==> config.mk <==
export PLATFORM = sky130hd
export DESIGN_NAME = saed32_16x32_port_arbiter
export DESIGN_NICKNAME = d
export VERILOG_FILES = /design/src/rtl/saed32_16x32_port_arbiter.sv
export SDC_FILE = /design/constraint.sdc
export NUM_CORES = 1
export LEC_CHECK = 0
export BUFFER_PORTS_ARGS = -buffer_cell sky130_fd_sc_hd__buf_4
export CAP_MARGIN = 10
export CORE_AREA = 2 2 245 247
export DETAILED_ROUTE_END_ITERATION = 12
export DIE_AREA = 0 0 247 249
export GPL_TIMING_DRIVEN = 0
export PLACE_DENSITY_LB_ADDON = 0.15
export SLEW_MARGIN = 25
export SYNTH_ARGS = -nofsm -noshare
export SYNTH_HDL_FRONTEND = slang
export SYNTH_SLANG_ARGS = --single-unit
==> constraint.sdc <==
create_clock -name CLK -period 8.15 [get_ports CLK]
set_input_delay 2.0375 -clock CLK [delete_from_list [all_inputs] [get_ports CLK]]
set_output_delay 2.0375 -clock CLK [all_outputs]
set_load 0.005 [all_outputs]
==> src/rtl/saed32_16x32_port_arbiter.sv <==
// saed32_16x32_port_arbiter
// Round-robin front end for one dual-port 16x32 SRAM wrapper. Up to two requesters
// are issued per cycle (first winner on port 0, second on port 1). Read data from the
// macro is steered back to the owning requester one cycle later with an rvalid strobe.
module saed32_16x32_port_arbiter #(
  parameter int NREQ = 4,
  parameter int AW   = 4,
  parameter int DW   = 32
) (
  input  logic                 CLK,
  input  logic                 RSTN,
  input  logic [NREQ-1:0]      req,
  input  logic [NREQ-1:0]      req_we,
  input  logic [NREQ*AW-1:0]   req_addr,
  input  logic [NREQ*DW-1:0]   req_wdata,
  input  logic [NREQ*DW-1:0]   req_wem,
  output logic [NREQ-1:0]      gnt,
  output logic [NREQ-1:0]      rvalid,
  output logic [DW*NREQ-1:0]   rdata,
  output logic [AW-1:0]        A0,
  output logic [AW-1:0]        A1,
  output logic [DW-1:0]        D0,
  output logic [DW-1:0]        D1,
  output logic [DW-1:0]        WEM0,
  output logic [DW-1:0]        WEM1,
  output logic                 WE0,
  output logic                 WE1,
  output logic                 CE0,
  output logic                 CE1,
  input  logic [DW-1:0]        Q0,
  input  logic [DW-1:0]        Q1
);

  localparam int PW = (NREQ > 1) ? $clog2(NREQ) : 1;

  // Round-robin pointer: the requester with the highest priority this cycle
  logic [PW-1:0] rr_ptr;

  // Per-requester views of the flattened request buses
  logic [AW-1:0] addr_a  [NREQ];
  logic [DW-1:0] wdata_a [NREQ];
  logic [DW-1:0] wem_a   [NREQ];

  // Scan results: first and second asserted request in round-robin order
  logic          found0, found1;
  logic [PW-1:0] w0, w1;
  logic          conflict;
  logic          issue0, issue1;
  logic [PW-1:0] next_after0, next_after1;

  // Read-return tags, one per port: {valid, owner}
  logic          tag0_v, tag1_v;
  logic [PW-1:0] tag0_o, tag1_o;

  // Unpack the flattened per-requester buses into arrays
  always_comb begin
    for (int i = 0; i < NREQ; i++) begin
      addr_a[i]  = req_addr[i*AW +: AW];
      wdata_a[i] = req_wdata[i*DW +: DW];
      wem_a[i]   = req_wem[i*DW +: DW];
    end
  end

  // Walk the requesters starting at rr_ptr (wrapping) and pick the first two that ask
  always_comb begin
    logic [PW:0]   sum;
    logic [PW-1:0] idx;
    found0 = 1'b0;
    found1 = 1'b0;
    w0     = '0;
    w1     = '0;
    sum    = '0;
    idx    = '0;
    for (int k = 0; k < NREQ; k++) begin
      sum = {1'b0, rr_ptr} + (PW+1)'(k);
      if (sum >= (PW+1)'(NREQ))
        sum = sum - (PW+1)'(NREQ);
      idx = sum[PW-1:0];
      if (req[idx]) begin
        if (!found0) begin
          found0 = 1'b1;
          w0     = idx;
        end else if (!found1) begin
          found1 = 1'b1;
          w1     = idx;
        end
      end
    end
  end

  // Hold back the second winner when it touches the same word as the first and either
  // side writes; it stays pending and becomes the first winner next cycle
  always_comb begin
    conflict    = found1 && (addr_a[w1] == addr_a[w0]) && (req_we[w0] || req_we[w1]);
    issue0      = RSTN && found0;
    issue1      = RSTN && found1 && !conflict;
    next_after0 = (w0 == PW'(NREQ-1)) ? '0 : w0 + 1'b1;
    next_after1 = (w1 == PW'(NREQ-1)) ? '0 : w1 + 1'b1;
  end

  // Drive grants and the SRAM pins; an idle port is fully zeroed
  always_comb begin
    gnt  = '0;
    CE0  = issue0;
    WE0  = issue0 && req_we[w0];
    A0   = issue0 ? addr_a[w0]  : '0;
    D0   = issue0 ? wdata_a[w0] : '0;
    WEM0 = issue0 ? wem_a[w0]   : '0;
    CE1  = issue1;
    WE1  = issue1 && req_we[w1];
    A1   = issue1 ? addr_a[w1]  : '0;
    D1   = issue1 ? wdata_a[w1] : '0;
    WEM1 = issue1 ? wem_a[w1]   : '0;
    if (issue0)
      gnt[w0] = 1'b1;
    if (issue1)
      gnt[w1] = 1'b1;
  end

  // Move priority to just past the last requester actually granted
  always_ff @(posedge CLK or negedge RSTN) begin
    if (!RSTN)
      rr_ptr <= '0;
    else if (issue1)
      rr_ptr <= next_after1;
    else if (issue0)
      rr_ptr <= next_after0;
  end

  // Remember which requester owns each port's read so Q can be routed next cycle
  always_ff @(posedge CLK or negedge RSTN) begin
    if (!RSTN) begin
      tag0_v <= 1'b0;
      tag0_o <= '0;
      tag1_v <= 1'b0;
      tag1_o <= '0;
    end else begin
      tag0_v <= issue0 && !req_we[w0];
      tag0_o <= w0;
      tag1_v <= issue1 && !req_we[w1];
      tag1_o <= w1;
    end
  end

  // Steer each port's Q to its owner; the two owners are always distinct
  always_comb begin
    rvalid = '0;
    rdata  = '0;
    for (int i = 0; i < NREQ; i++) begin
      if (tag0_v && (tag0_o == PW'(i))) begin
        rvalid[i]          = 1'b1;
        rdata[i*DW +: DW]  = Q0;
      end else if (tag1_v && (tag1_o == PW'(i))) begin
        rvalid[i]          = 1'b1;
        rdata[i*DW +: DW]  = Q1;
      end
    end
  end

endmodule

Word-level counts from Yosys, hierarchy flattened. Cells that the tools add are included.

$add $sub $neg: 9. $lt $le $gt $ge: 14. Equal/unequal tests: 9. Mux-type cells: 91. Bitwise operators: 3. Reduce and logical (&&, ||, !) cells: 26.

Operator list (number): 32-bit two-way mux (20); 32-bit binary-select mux with 2-bit select (4); 2-bit two-way mux (23); 4-bit two-way mux (8); 1-bit two-way mux (26); 1-bit logical AND (19); 2-bit by 3-bit less-than comparator with 1-bit output (second input constant) (6); 4-bit binary-select mux with 2-bit select (2); 3-bit greater-or-equal comparator (second input constant) (5); 1-bit binary-select mux with 2-bit select (6); 2-bit == test (second input constant) (6); 2-bit by 1-bit subtractor with 2-bit output (second input constant) (4); 2-bit by 2-bit adder with 3-bit output (second input constant) (2); 2-bit NOT with 3-bit output (2); 2-bit by 1-bit adder with 2-bit output (second input constant) (2); 1-bit demux with 2-bit select (2); 2-bit by 1-bit == test with 1-bit output (second input constant) (2); 4-bit == test (1); 2-bit by 1-bit greater-or-equal comparator with 1-bit output (second input constant) (2); 2-bit logical NOT (2); 4-bit OR (1); 2-bit by 1-bit adder with 3-bit output (second input constant) (1); 2-bit by 3-bit greater-or-equal comparator with 1-bit output (second input constant) (1); 1-bit logical NOT (3); other kinds (2) (2).

Register bits: 8. Input bits: 346. Output and inout bits: 276. Logic and storage cells: 157.

Logic depth before layout (Yosys ltp). Gate-level depths: netlist of run 1.

Depth in word-level cells: 23. Depth in mapped cells: 19. Mapped depth without buffers: 13.

Least setup slack after synthesis of run 1. Ideal clock, no wire load.

Kind: input to output. From: input req[2]. To: output WEM1[23]. Arrival: 5286 ps. Data required time: 6113 ps. Setup slack: 827 ps. Cell stages on the path: 15. Buffers on the path: 5. Path through: clkbuf_1 > buf_2 > nand2b_1 > o211ai_1 > o21ai_0 > ha_1 > mux2i_1 > a211oi_1 > a2111oi_0 > a31oi_1 > buf_2 > buf_2 > buf_1 > mux4_2 > and2_1.

Word-level cells in the longest chain between the ends: 21. Elaborated cells between the ends (all ways): 55.

Ends and longest elaborated chain: from (decl) (RTL line 12) `input logic [NREQ-1:0] req,`; 1-bit binary-select mux with 2-bit select (RTL line 79) `if (req[idx]) begin`; 1-bit two-way mux (implied by the code) (RTL line 79); 1-bit two-way mux (RTL line 79); 2-bit two-way mux or 1-bit two-way mux (tied branches) (RTL line 80) `if (!found0) begin`; 2-bit two-way mux or 1-bit two-way mux (tied branches) (RTL line 79); 2-bit two-way mux (RTL line 83) `end else if (!found1) begin`; 2-bit two-way mux (RTL line 80); 2-bit two-way mux (RTL line 79); (+3 left out); via w1[0] (RTL line 46) `logic [PW-1:0] w0, w1;`; 2-bit NOT with 3-bit output (implied by the code) (RTL line 94, 113); 4-bit binary-select mux with 2-bit select (RTL line 94) `conflict = found1 && (addr_a[w1] == addr_a[w0]) && (req_we[w0] || req_we[w1]);`; 4-bit two-way mux (implied by the code) (2 in series) (RTL line 94); 4-bit == test (RTL line 94); 1-bit logical AND (2 in series) (RTL line 94); 1-bit logical NOT (RTL line 96) `issue1 = RSTN && found1 && !conflict;`; 1-bit logical AND (RTL line 96); 32-bit two-way mux (*) (RTL line 113) `WEM1 = issue1 ? wem_a[w1] : '0;`; to (decl) (RTL line 25) `output logic [DW-1:0] WEM1,`.

The timed path passes the listed nets; every way through them passes the cells marked *. The select of a mux whose other input is x is not followed.

Worst setup path after layout of run 1.
From: input req[2]. To: output WEM0[30].

Word-level cells in the longest chain between the ends: 14. Elaborated cells between the ends (all ways): 25.

Ends and longest elaborated chain: 1-bit binary-select mux with 2-bit select (RTL line 79); 1-bit two-way mux (implied by the code) (RTL line 79); 2-bit two-way mux or 1-bit two-way mux (tied branches) (RTL line 79); 2-bit two-way mux (RTL line 80); 2-bit two-way mux (RTL line 79); 2-bit two-way mux (RTL line 80); 2-bit two-way mux (RTL line 79); 2-bit two-way mux (RTL line 80); 2-bit two-way mux (RTL line 79); 2-bit NOT with 3-bit output (implied by the code) (RTL line 108) `WEM0 = issue0 ? wem_a[w0] : '0;`; 32-bit binary-select mux with 2-bit select (RTL line 108); 32-bit two-way mux (implied by the code) (2 in series) (RTL line 108); 32-bit two-way mux (*) (RTL line 108); to (decl) (RTL line 24) `output logic [DW-1:0] WEM0,`.

Every way passes the cells marked *; elsewhere a longest branch is shown, timed or not. The select of a mux whose other input is x is not followed.

==> results.txt, run 1 <==
power per cell area: 306 nW/um2
flops & latches, synth: 8
cell area after layout: 12900 um2
Net Count, Synth: 1188
post-route ant nets: 0
CTS tree: yes
clock sinks: 8
Synth cell types: 52
Critical-path top delay cell: a211oi_1
Final nets: 1815
# DRC: 0
synth top area cells: mux4_2 (21%), a22o_1 (17%), a211oi_1 (14%), mux2i_1 (12%), and2_1 (6.3%)
Vias/cell: 4.64
drt total wl: 58400 um
final core occ: 22.0%
Tot Pwr: 3.95 mW
initial core utilization: 12.1%
Max Clk Rate: 127 MHz
Worst-path clk slew: 40 ps
CTS Buf Count: 3
first-pass GRT wire length: 81600 um
PnR worst setup slack: 257 ps
Leak Pwr: 5.96 nW
die area: 61500 um2
routed len/inst: 26.2 um
crit end category: output port
ys async rst share: 100%
final count of pins violating max slew: 0
Cell Rows: 89
measured slew at the worst slew-check pin: 1000 ps
share of post-route cells with drive strength above 1: 50.9%
CTS Root Cell: clkbuf_16
startpoint type of the worst setup path: input pin
Pre-antenna DRT Iters: 4
Worst-Skew Late Latency: 230 ps
Critical Path Max Stage Delay: 800 ps
Post-synth EDFFs: 0
routability cong.: 0.880
Overflow after GRT: 0
core area: 58700 um2
unrepaired setup endpoints after global routing: no
dpl hpwl: 49300 um
dpl cells: 2227
top-area cell type share of the netlist area: 20.5%
CTS max path bufs: 2
register area share after synthesis: 2.81%
Vias: 10400
CP Cell Sequence: clkbuf_2 > clkbuf_4 > nand2b_1 > o211ai_1 > o21ai_0 > ha_2 > mux2i_1 > mux2_2 > a21o_1 > a21oi_2 > clkbuf_2 > a211oi_1 > a211oi_1 > buf_4
status: complete, no violations
Hold Crit Class: register to register
synthesized instance count: 832
Setup TNS Final: 0 ps
Post-Layout Cell Count: 2231
total global-route track usage: 17.9%
Commonest cells post-synth: a211oi_1 (135), a22o_1 (135), clkbuf_1 (88), mux2i_1 (88), and2_1 (72)
Synth Cell Area: 7130 um2
hold slack: 1220 ps
Peak supply drop: 0.109 mV
# Max-Cap Violations: 0
Placed Instance Area: 12800 um2
crit path time final: 7890 ps
Relative slew margins: 33.1%
worst setup path category: input pin to output port
Max Fanout on Critical Path: 10
Synth area leader: mux4_2
# port buffers: 619
WP data arrival: 5860 ps
Mean Syn Cell Area: 8.56 um2
P&R area growth vs syn: 81.3%
final hold vios: 0
pin count of the biggest net entering global routing: 13
fill cell count: 6641
worst path required time: 6110 ps
dpl ws: -439 ps
htree depth: 1
vias in the first global route: 11200
I/O pin cnt: 622
Finish-stage setup viols: 0
Chip Height: 249 um
Primary FF master, synth: dfrtp_1
Tcrit/Tclk final: 96.9%
Warnings, synthesis: 0
iteration-0 DRC count of the detailed router: 454
antenna violations before repair: 5
clock skew: 5.82 ps
die width: 247 um
==> final cells by class <==
cell class / count / area [um2] / area share (%)
Inverter: 8 / 30.0 / 0.232
Multi-Input combinational cell: 703 / 6460 / 50.0
Tap cell: 773 / 967 / 7.49
Clock buffer: 3 / 75.1 / 0.581
Timing Repair Buffer: 623 / 4670 / 36.2
Buffer: 112 / 508 / 3.93
Antenna cell: 1 / 2.50 / 0.0194
Sequential cell: 8 / 200 / 1.55
==> path summary, 6_finish.rpt <==
check,startpoint,to,slack [ps],depth (start not counted)
setup / recovery,req[2],WEM0[30],260,14
hold / removal,rr_ptr[1]$_DFFE_PN0P_,rr_ptr[1]$_DFFE_PN0P_,1220,5
setup reg to reg,rr_ptr[0]$_DFFE_PN0P_,rr_ptr[1]$_DFFE_PN0P_,3520,16
hold reg to reg,rr_ptr[1]$_DFFE_PN0P_,rr_ptr[1]$_DFFE_PN0P_,1220,5
max in group asynchronous,RSTN,tag1_o[1]$_DFF_PN0_,6350,1
min in group asynchronous,RSTN,rr_ptr[0]$_DFFE_PN0P_,1640,1
==> repair_timing <==
item | 4_1_cts | 5_1_grt
buffers inserted | 0 | 1
endpoints found under the setup margin | 86 | 77
gates resized for setup | 10 | 15
hold buffers | 0 | 0
==> logic make-up after synthesis <==
kind of cell	Yosys count	synth area share, %
and+or+nand+nor	210	17.4
DFF	8	2.81
AOI/OAI and AO/OA	322	36.7
adders and majority gates	11	1.91
xor gates and xnor gates	3	0.369
muxes	157	33.7
buffers and inverters	121	7.18
==> worst max-delay path, delay by kind of cell <==
kind | cells | cell delay (ps)
AOI/OAI and AO/OA | 6 | 1690
adders and majority gates | 1 | 380
buffers and inverters | 4 | 1190
muxes | 2 | 400
and+or+nand+nor | 1 | 150
==> cell usage in the layout (no fill, tap or decap), types with 8 or more instances in the layout <==
| cell type | netlist | routed |
|---|---|---|
| buf_2 | 10 | 11 |
| clkbuf_1 | 88 | 78 |
| buf_4 | 0 | 621 |
| dfrtp_1 | 8 | 8 |
| mux4_2 | 65 | 65 |
| ha_1 | 10 | 9 |
| a211oi_1 | 135 | 135 |
| nor2_1 | 16 | 16 |
| a22o_1 | 135 | 135 |
| nand2_1 | 21 | 21 |
| o21ai_0 | 8 | 8 |
| and2_1 | 72 | 72 |
| mux2i_1 | 88 | 85 |
| and3_1 | 66 | 66 |
==> power breakdown <==
| part | switching [mW] | total, mW | internal [mW] |
|---|---|---|---|
| Sequential | 0.0158 | 0.0744 | 0.0586 |
| Clock | 0.0190 | 0.0822 | 0.0632 |
| Combinational | 2.07 | 3.79 | 1.72 |
| Total | 2.10 | 3.95 | 1.84 |
==> sequential cells by signal, summed over array words and instances, names as in the netlist <==
register  flops
tag1_o        2
rr_ptr        2
tag0_v        1
tag1_v        1
tag0_o        2
==> per-layer routing <==
layer / vias to the layer above / wire, um / part of all wire [%] / GRT usage (%)
met5: - / 43 / 0.074 / 0
met4: 6 / 1070 / 1.8 / 3.44
met3: 43 / 4390 / 7.5 / 4.22
met2: 471 / 31500 / 54 / 35.5
met1: 5165 / 21400 / 37 / 18.8
li1: 4668 / - / - / -
Note: power is estimated with default switching activity, not from simulation.
==> run 2, diff against run 1 <==
Settings changed: CELL_PAD_IN_SITES_DETAIL_PLACEMENT from default to 2, CELL_PAD_IN_SITES_GLOBAL_PLACEMENT from default to 2, CORE_AREA 2 2 245 247 to 2 2 243 245, DIE_AREA 0 0 247 249 to 0 0 245 247, RECOVER_POWER from default to 25.
==> run 2 against run 1 <==
Compared with the run above: sequential cell count unchanged; setup slack gained 4.5 ps; routed wire length up 3.3%; register-to-register slack worse by 50 ps; core utilization increased by 0.067 points; cell count is the same; clock-buffer cell count stayed put; critical path depth shrank 3; critical endpoint is now D0[23].
==> results.txt, run 2 (synthesis results as in run 1) <==
initial core utilization: 12.2% (+0.093 points)
measured slew at the worst slew-check pin: 1130 ps (+126 ps)
Hold Crit Class: register to register
routability cong.: 0.810 (-8.0%)
Final nets: 1815 (unchanged)
Max Clk Rate: 127 MHz (about the same)
I/O pin cnt: 622 (unchanged)
CP Cell Sequence: buf_6 > buf_2 > inv_1 > o211a_1 > nor2_1 > buf_2 > buf_1 > buf_1 > mux2i_1 > a211oi_1 > buf_4
most frequent cells in the layout: buf_4 (559), a22o_1 (135), a211oi_1 (133)
power per cell area: 307 nW/um2 (+0.46%)
top flop regs: rr_ptr x2, tag0_o x2, tag1_o x2
first-pass GRT wire length: 84300 um (+3.3%)
WP data arrival: 5850 ps (about the same)
P&R area growth vs syn: 80.4%
most common cell after layout, fill and taps aside: buf_4
fill cell count: 6735 (+1.4%)
Critical Path Max Stage Delay: 740 ps (-60 ps)
Chip Height: 247 um (-0.80%)
core area: 58200 um2 (-0.76%)
Vias/cell: 4.60 (-0.91%)
CTS Root Cell: clkbuf_16
startpoint type of the worst setup path: input pin
PnR worst setup slack: 261 ps (+4.46 ps)
Overflow after GRT: 0 (unchanged)
final count of pins violating max slew: 0 (unchanged)
share of post-route cells with drive strength above 1: 49.6% (-1.3 points)
Pre-antenna DRT Iters: 4 (unchanged)
iteration-0 DRC count of the detailed router: 192 (-58%)
Tcrit/Tclk final: 96.8% (about the same)
# port buffers: 619 (unchanged)
# DRC: 0 (unchanged)
CTS tree: yes
CTS max path bufs: 2 (unchanged)
die area: 60500 um2 (-1.6%)
post-route ant nets: 0 (unchanged)
Vias: 10300 (-0.91%)
drt total wl: 60300 um (+3.3%)
Relative slew margins: 24.6% (-8.5 points)
Worst-path clk slew: 40 ps (about the same)
# hold bufs at CTS: 0 (unchanged)
# Max-Cap Violations: 0 (unchanged)
crit path time final: 7890 ps (-4.46 ps)
hold slack: 1230 ps (+15.0 ps)
worst setup path category: input pin to output port
worst path required time: 6110 ps (about the same)
crit end category: output port
pin count of the biggest net entering global routing: 13 (unchanged)
htree depth: 1 (unchanged)
final hold vios: 0 (unchanged)
Worst-Skew Late Latency: 230 ps (about the same)
routed len/inst: 27.0 um (+3.3%)
Leak Pwr: 5.86 nW (-1.8%)
vias in the first global route: 11300 (+1.4%)
clock sinks: 8 (unchanged)
Finish-stage setup viols: 0 (unchanged)
Max Fanout on Critical Path: 10 (unchanged)
antenna violations before repair: 9 (+4)
die width: 245 um (-0.81%)
Cell Rows: 89 (unchanged)
clock skew: 2.73 ps (-3.10 ps)
CTS Buf Count: 3 (unchanged)
Peak supply drop: 0.117 mV (+7.1%)
Setup TNS Final: 0 ps (unchanged)
dpl hpwl: 50400 um (+2.3%)
status: complete, no violations
R2R Setup Slk: 3470 ps (-50 ps)
dpl ws: -564 ps (-125 ps)
total global-route track usage: 18.8% (+0.84 points)
Critical-path top delay cell: buf_1
[run 2: changes by cell type in the layout (fill, tap and decap cells not counted), moves of 2 or more]
cell      change
clkbuf_1     +21
a211oi_2      +2
buf_4        -62
a211oi_1      -2
clkbuf_4     +37
mux2i_2       -2
mux2i_4       +2
clkbuf_2      +4
[run 2: where the power goes]
part           internal, mW  total (mW)  switching [mW]
clock                0.0632      0.0819          0.0187
combinational          1.72        3.79            2.07
sequential           0.0587      0.0765          0.0178
[run 2: metrics by stage]
step	total power [mW]	instance area (um2)	util [%]	instances
after floorplan	2.08	7130	-	832
after global placement	3.89	12700	21.9	2224
after detailed placement	3.91	12800	21.9	2226
after CTS	4.02	12900	22.1	2228
after global routing	4.31	12900	22.1	2231
final	3.95	12900	22.1	2231
[run 2: worst max-delay path: cells and delay by family]
kind / cells / cell delay, ps
compound gates: 2 / 770
simple gates: 1 / 310
buf+inv: 7 / 2540
mux: 1 / 160
[run 2: area by class of cell]
cell class                      count  area, um2  area share (%)
Inverter                            8       30.0           0.234
Tap cell                          773        967            7.52
Sequential cell                     8        200            1.56
Multi-Input combinational cell    703       6490            50.5
Antenna cell                        1       2.50          0.0195
Buffer                            112        509            3.96
Timing Repair Buffer              623       4580            35.6
Clock buffer                        3       75.1           0.584
[run 2: layer usage]
metal | wire length [um] | share of wire, % | vias up | track usage (%)
li1 | - | - | 4666 | -
met1 | 23300 | 39 | 5118 | 21.1
met2 | 31800 | 53 | 421 | 35.9
met3 | 4660 | 7.7 | 40 | 5.52
met4 | 512 | 0.85 | 14 | 1.52
met5 | 96 | 0.16 | - | 0
[run 2: worst paths after layout]
kind	from	to	cells past startpoint
setup / recovery	req[3]	D0[23]	11
hold / removal	rr_ptr[1]$_DFFE_PN0P_	rr_ptr[1]$_DFFE_PN0P_	5
setup reg to reg	rr_ptr[0]$_DFFE_PN0P_	rr_ptr[1]$_DFFE_PN0P_	15
hold reg to reg	rr_ptr[1]$_DFFE_PN0P_	rr_ptr[1]$_DFFE_PN0P_	5
max in group asynchronous	RSTN	tag0_o[0]$_DFF_PN0_	1
min in group asynchronous	RSTN	tag0_v$_DFF_PN0_	1
[run 2: timing repair]
action / CTS / global route
gates resized for setup: 10 / 31
buffers inserted: 0 / 1
gates cloned: 0 / 1
endpoints found under the hold margin: 0 / 0
pin swaps: 0 / 0
endpoints found under the setup margin: 114 / 102
==> run 3, diff against run 2 <==
Settings changed: MAX_ROUTING_LAYER from default to met4.
==> run 3 against run 2 <==
Compared with the run above: cell count grew 0.31%; global-route usage up 0.54 points; core utilization hardly changed; design area grew 0.14%; sequential power about the same; routed wire length increased by 0.16%; setup slack worse by 13 ps; first-iteration DRC count increased by 5.7%; total power rose by 0.13%.
==> results.txt, run 3 (synthesis results as in run 1) <==
Relative slew margins: 27.8% (+3.2 points)
worst setup path category: input pin to output port
first-pass GRT wire length: 84100 um (-0.21%)
CTS tree: yes
Max Fanout on Critical Path: 12 (+2)
measured slew at the worst slew-check pin: 1080 ps (-47.6 ps)
share of post-route cells with drive strength above 1: 49.6% (unchanged)
Finish-stage setup viols: 0 (unchanged)
dpl cells: 2226 (unchanged)
Vias: 10300 (+0.12%)
pin count of the biggest net entering global routing: 13 (unchanged)
Post-Layout Cell Count: 2238 (+0.31%)
Worst R2R Start: rr_ptr[0]$_DFFE_PN0P_
Tcrit/Tclk final: 97.0% (+0.17 points)
die width: 245 um (unchanged)
drt total wl: 60400 um (+0.16%)
CTS Buf Count: 3 (unchanged)
worst path required time: 6110 ps (about the same)
final core occ: 22.1% (+0.030 points)
Chip Height: 247 um (unchanged)
Cell Rows: 89 (unchanged)
total global-route track usage: 19.3% (+0.54 points)
R2R depth: 15 (unchanged)
met2 WL: 31800 um (about the same)
initial core utilization: 12.2% (unchanged)
CTS Root Cell: clkbuf_16
Pre-antenna DRT Iters: 5 (+1)
NetSw: 2.11 mW (+0.25%)
top layer in use: met4
Leak Pwr: 5.86 nW (about the same)
M1 wire length: 23700 um (+2.0%)
# DRC: 0 (unchanged)
Vias/cell: 4.59 (-0.20%)
CTS max path bufs: 2 (unchanged)
FF/Latch Area: 200 um2 (unchanged)
Hold Crit Class: register to register
dpl hpwl: 50400 um (unchanged)
most frequent cells in the layout: buf_4 (559), a22o_1 (135), a211oi_1 (133)
fill cell count: 6739 (+0.059%)
routability cong.: 0.822 (+1.5%)
Hold Path Depth: 5 (unchanged)
critical hold path startpoint: rr_ptr[1]$_DFFE_PN0P_
most common cell after layout, fill and taps aside: buf_4
htree depth: 1 (unchanged)
post-route ant nets: 0 (unchanged)
switching portion of total power: 53.5% (+0.065 points)
Worst-Skew Late Latency: 230 ps (about the same)
clock skew: 2.68 ps (-0.0455 ps)
# port buffers: 619 (unchanged)
Hold Path Sink: rr_ptr[1]$_DFFE_PN0P_
crit path time final: 7900 ps (+13.5 ps)
# Max-Cap Violations: 0 (unchanged)
Clk pwr share: 2.1% (about the same)
status: complete, no violations
power per cell area: 307 nW/um2 (about the same)
cell area after layout: 12900 um2 (+0.14%)
clock sinks: 8 (unchanged)
Max Clk Rate: 127 MHz (-0.17%)
R2R Setup Slk: 3370 ps (-100 ps)
iteration-0 DRC count of the detailed router: 203 (+5.7%)
share of power burned in registers: 1.9% (about the same)
Peak supply drop: 0.118 mV (+0.33%)
antenna violations before repair: 9 (unchanged)
core area: 58200 um2 (unchanged)
startpoint type of the worst setup path: input pin
P&R area growth vs syn: 80.7%
Worst-path clk slew: 40 ps (about the same)
vias in the first global route: 11400 (+0.59%)
die area: 60500 um2 (unchanged)
routed len/inst: 27.0 um (-0.16%)
top flop regs: rr_ptr x2, tag0_o x2, tag1_o x2
met3 WL: 4450 um (-4.5%)
I/O pin cnt: 622 (unchanged)
final count of pins violating max slew: 0 (unchanged)
Int Power: 1.84 mW (about the same)
Final nets: 1815 (unchanged)
Multi-input gate area: 6490 um2 (unchanged)
WP data arrival: 5860 ps (about the same)
share of total power in combinational logic: 96.0% (about the same)
r2r endpoint: rr_ptr[1]$_DFFE_PN0P_
final hold vios: 0 (unchanged)
Overflow after GRT: 0 (unchanged)
crit end category: output port
Placed Instance Area: 12800 um2 (unchanged)
[run 3: changes by cell type in the layout (fill, tap and decap cells not counted), sizes merged]
cell,delta
diode,+7
[run 3: per-stage QoR]
step	setup slack [ps]	hold WS, ps	TNS [ps]	total power [mW]
floorplan	827	1000	0	2.08
global placement	-1380	1220	-63060	3.89
detailed placement	-564	1240	-27930	3.91
CTS	3.73	1240	0	4.02
global route	-0.178	1340	-0.178	4.31
finish	248	1240	0	3.95
[run 3: layout make-up]
| type | instances | share of cell area [%] |
|---|---|---|
| diodes | 8 | 0.155 |
| well taps | 773 | 7.51 |
| repair buffers | 623 | 35.6 |
| multi-input cells | 703 | 50.4 |
| clock buffers | 3 | 0.583 |
| flip-flops and latches | 8 | 1.55 |
| plain buffers | 112 | 3.96 |
| inverters | 8 | 0.233 |
[run 3: per-layer routing]
layer,global-route usage [%],up-vias
li1,-,4674
met1,21.1,5162
met2,35.9,417
met3,5.46,18
met4,1.52,0
met5,-,-
[run 3: worst max-delay path, stage by stage]
cell and delay [ps]:
clkbuf_2 170, buf_4 210, nand2b_1 150, o211ai_1 100, o21ai_1 120, ha_2 360, mux2i_1 100, mux2_2 310
a21o_1 180, a21oi_1 510, buf_2 490, clkbuf_2 420, inv_1 120, ha_1 200, a22o_1 200, buf_4 150
[run 3: how the worst max path moves through the flow]
| stage | start | to | slack, ps | depth (start not counted) |
|---|---|---|---|---|
| floorplan | req[2] | WEM1[23] | 830 | 15 |
| detailed placement | req[1] | gnt[0] | -560 | 14 |
| CTS | req[2] | WEM1[31] | 4 | 16 |
| finish | req[2] | gnt[0] | 250 | 16 |
| global route | req[2] | D1[28] | -0.2 | 20 |
| global placement | req[1] | gnt[1] | -1380 | 7 |
[run 3: power groups by stage]
| stage | clock [mW] | sequential (mW) | combinational (mW) |
|---|---|---|---|
| 6_report | 0.0820 | 0.0766 | 3.79 |
| 5_1_grt | 0.0874 | 0.0793 | 4.14 |
| 4_1_cts | 0.0833 | 0.0776 | 3.86 |
| 3_5_place_dp | 0 | 0.0779 | 3.84 |
| 3_3_place_gp | 0 | 0.0762 | 3.81 |
| 2_1_floorplan | 0 | 0.0699 | 2.01 |
[run 3: timing repair]
action                                  4_1_cts  5_1_grt
setup buffers                                 0        1
endpoints found under the setup margin      114      102
hold buffers                                  0        0
cloned                                        0        1
resized for setup                            10       31
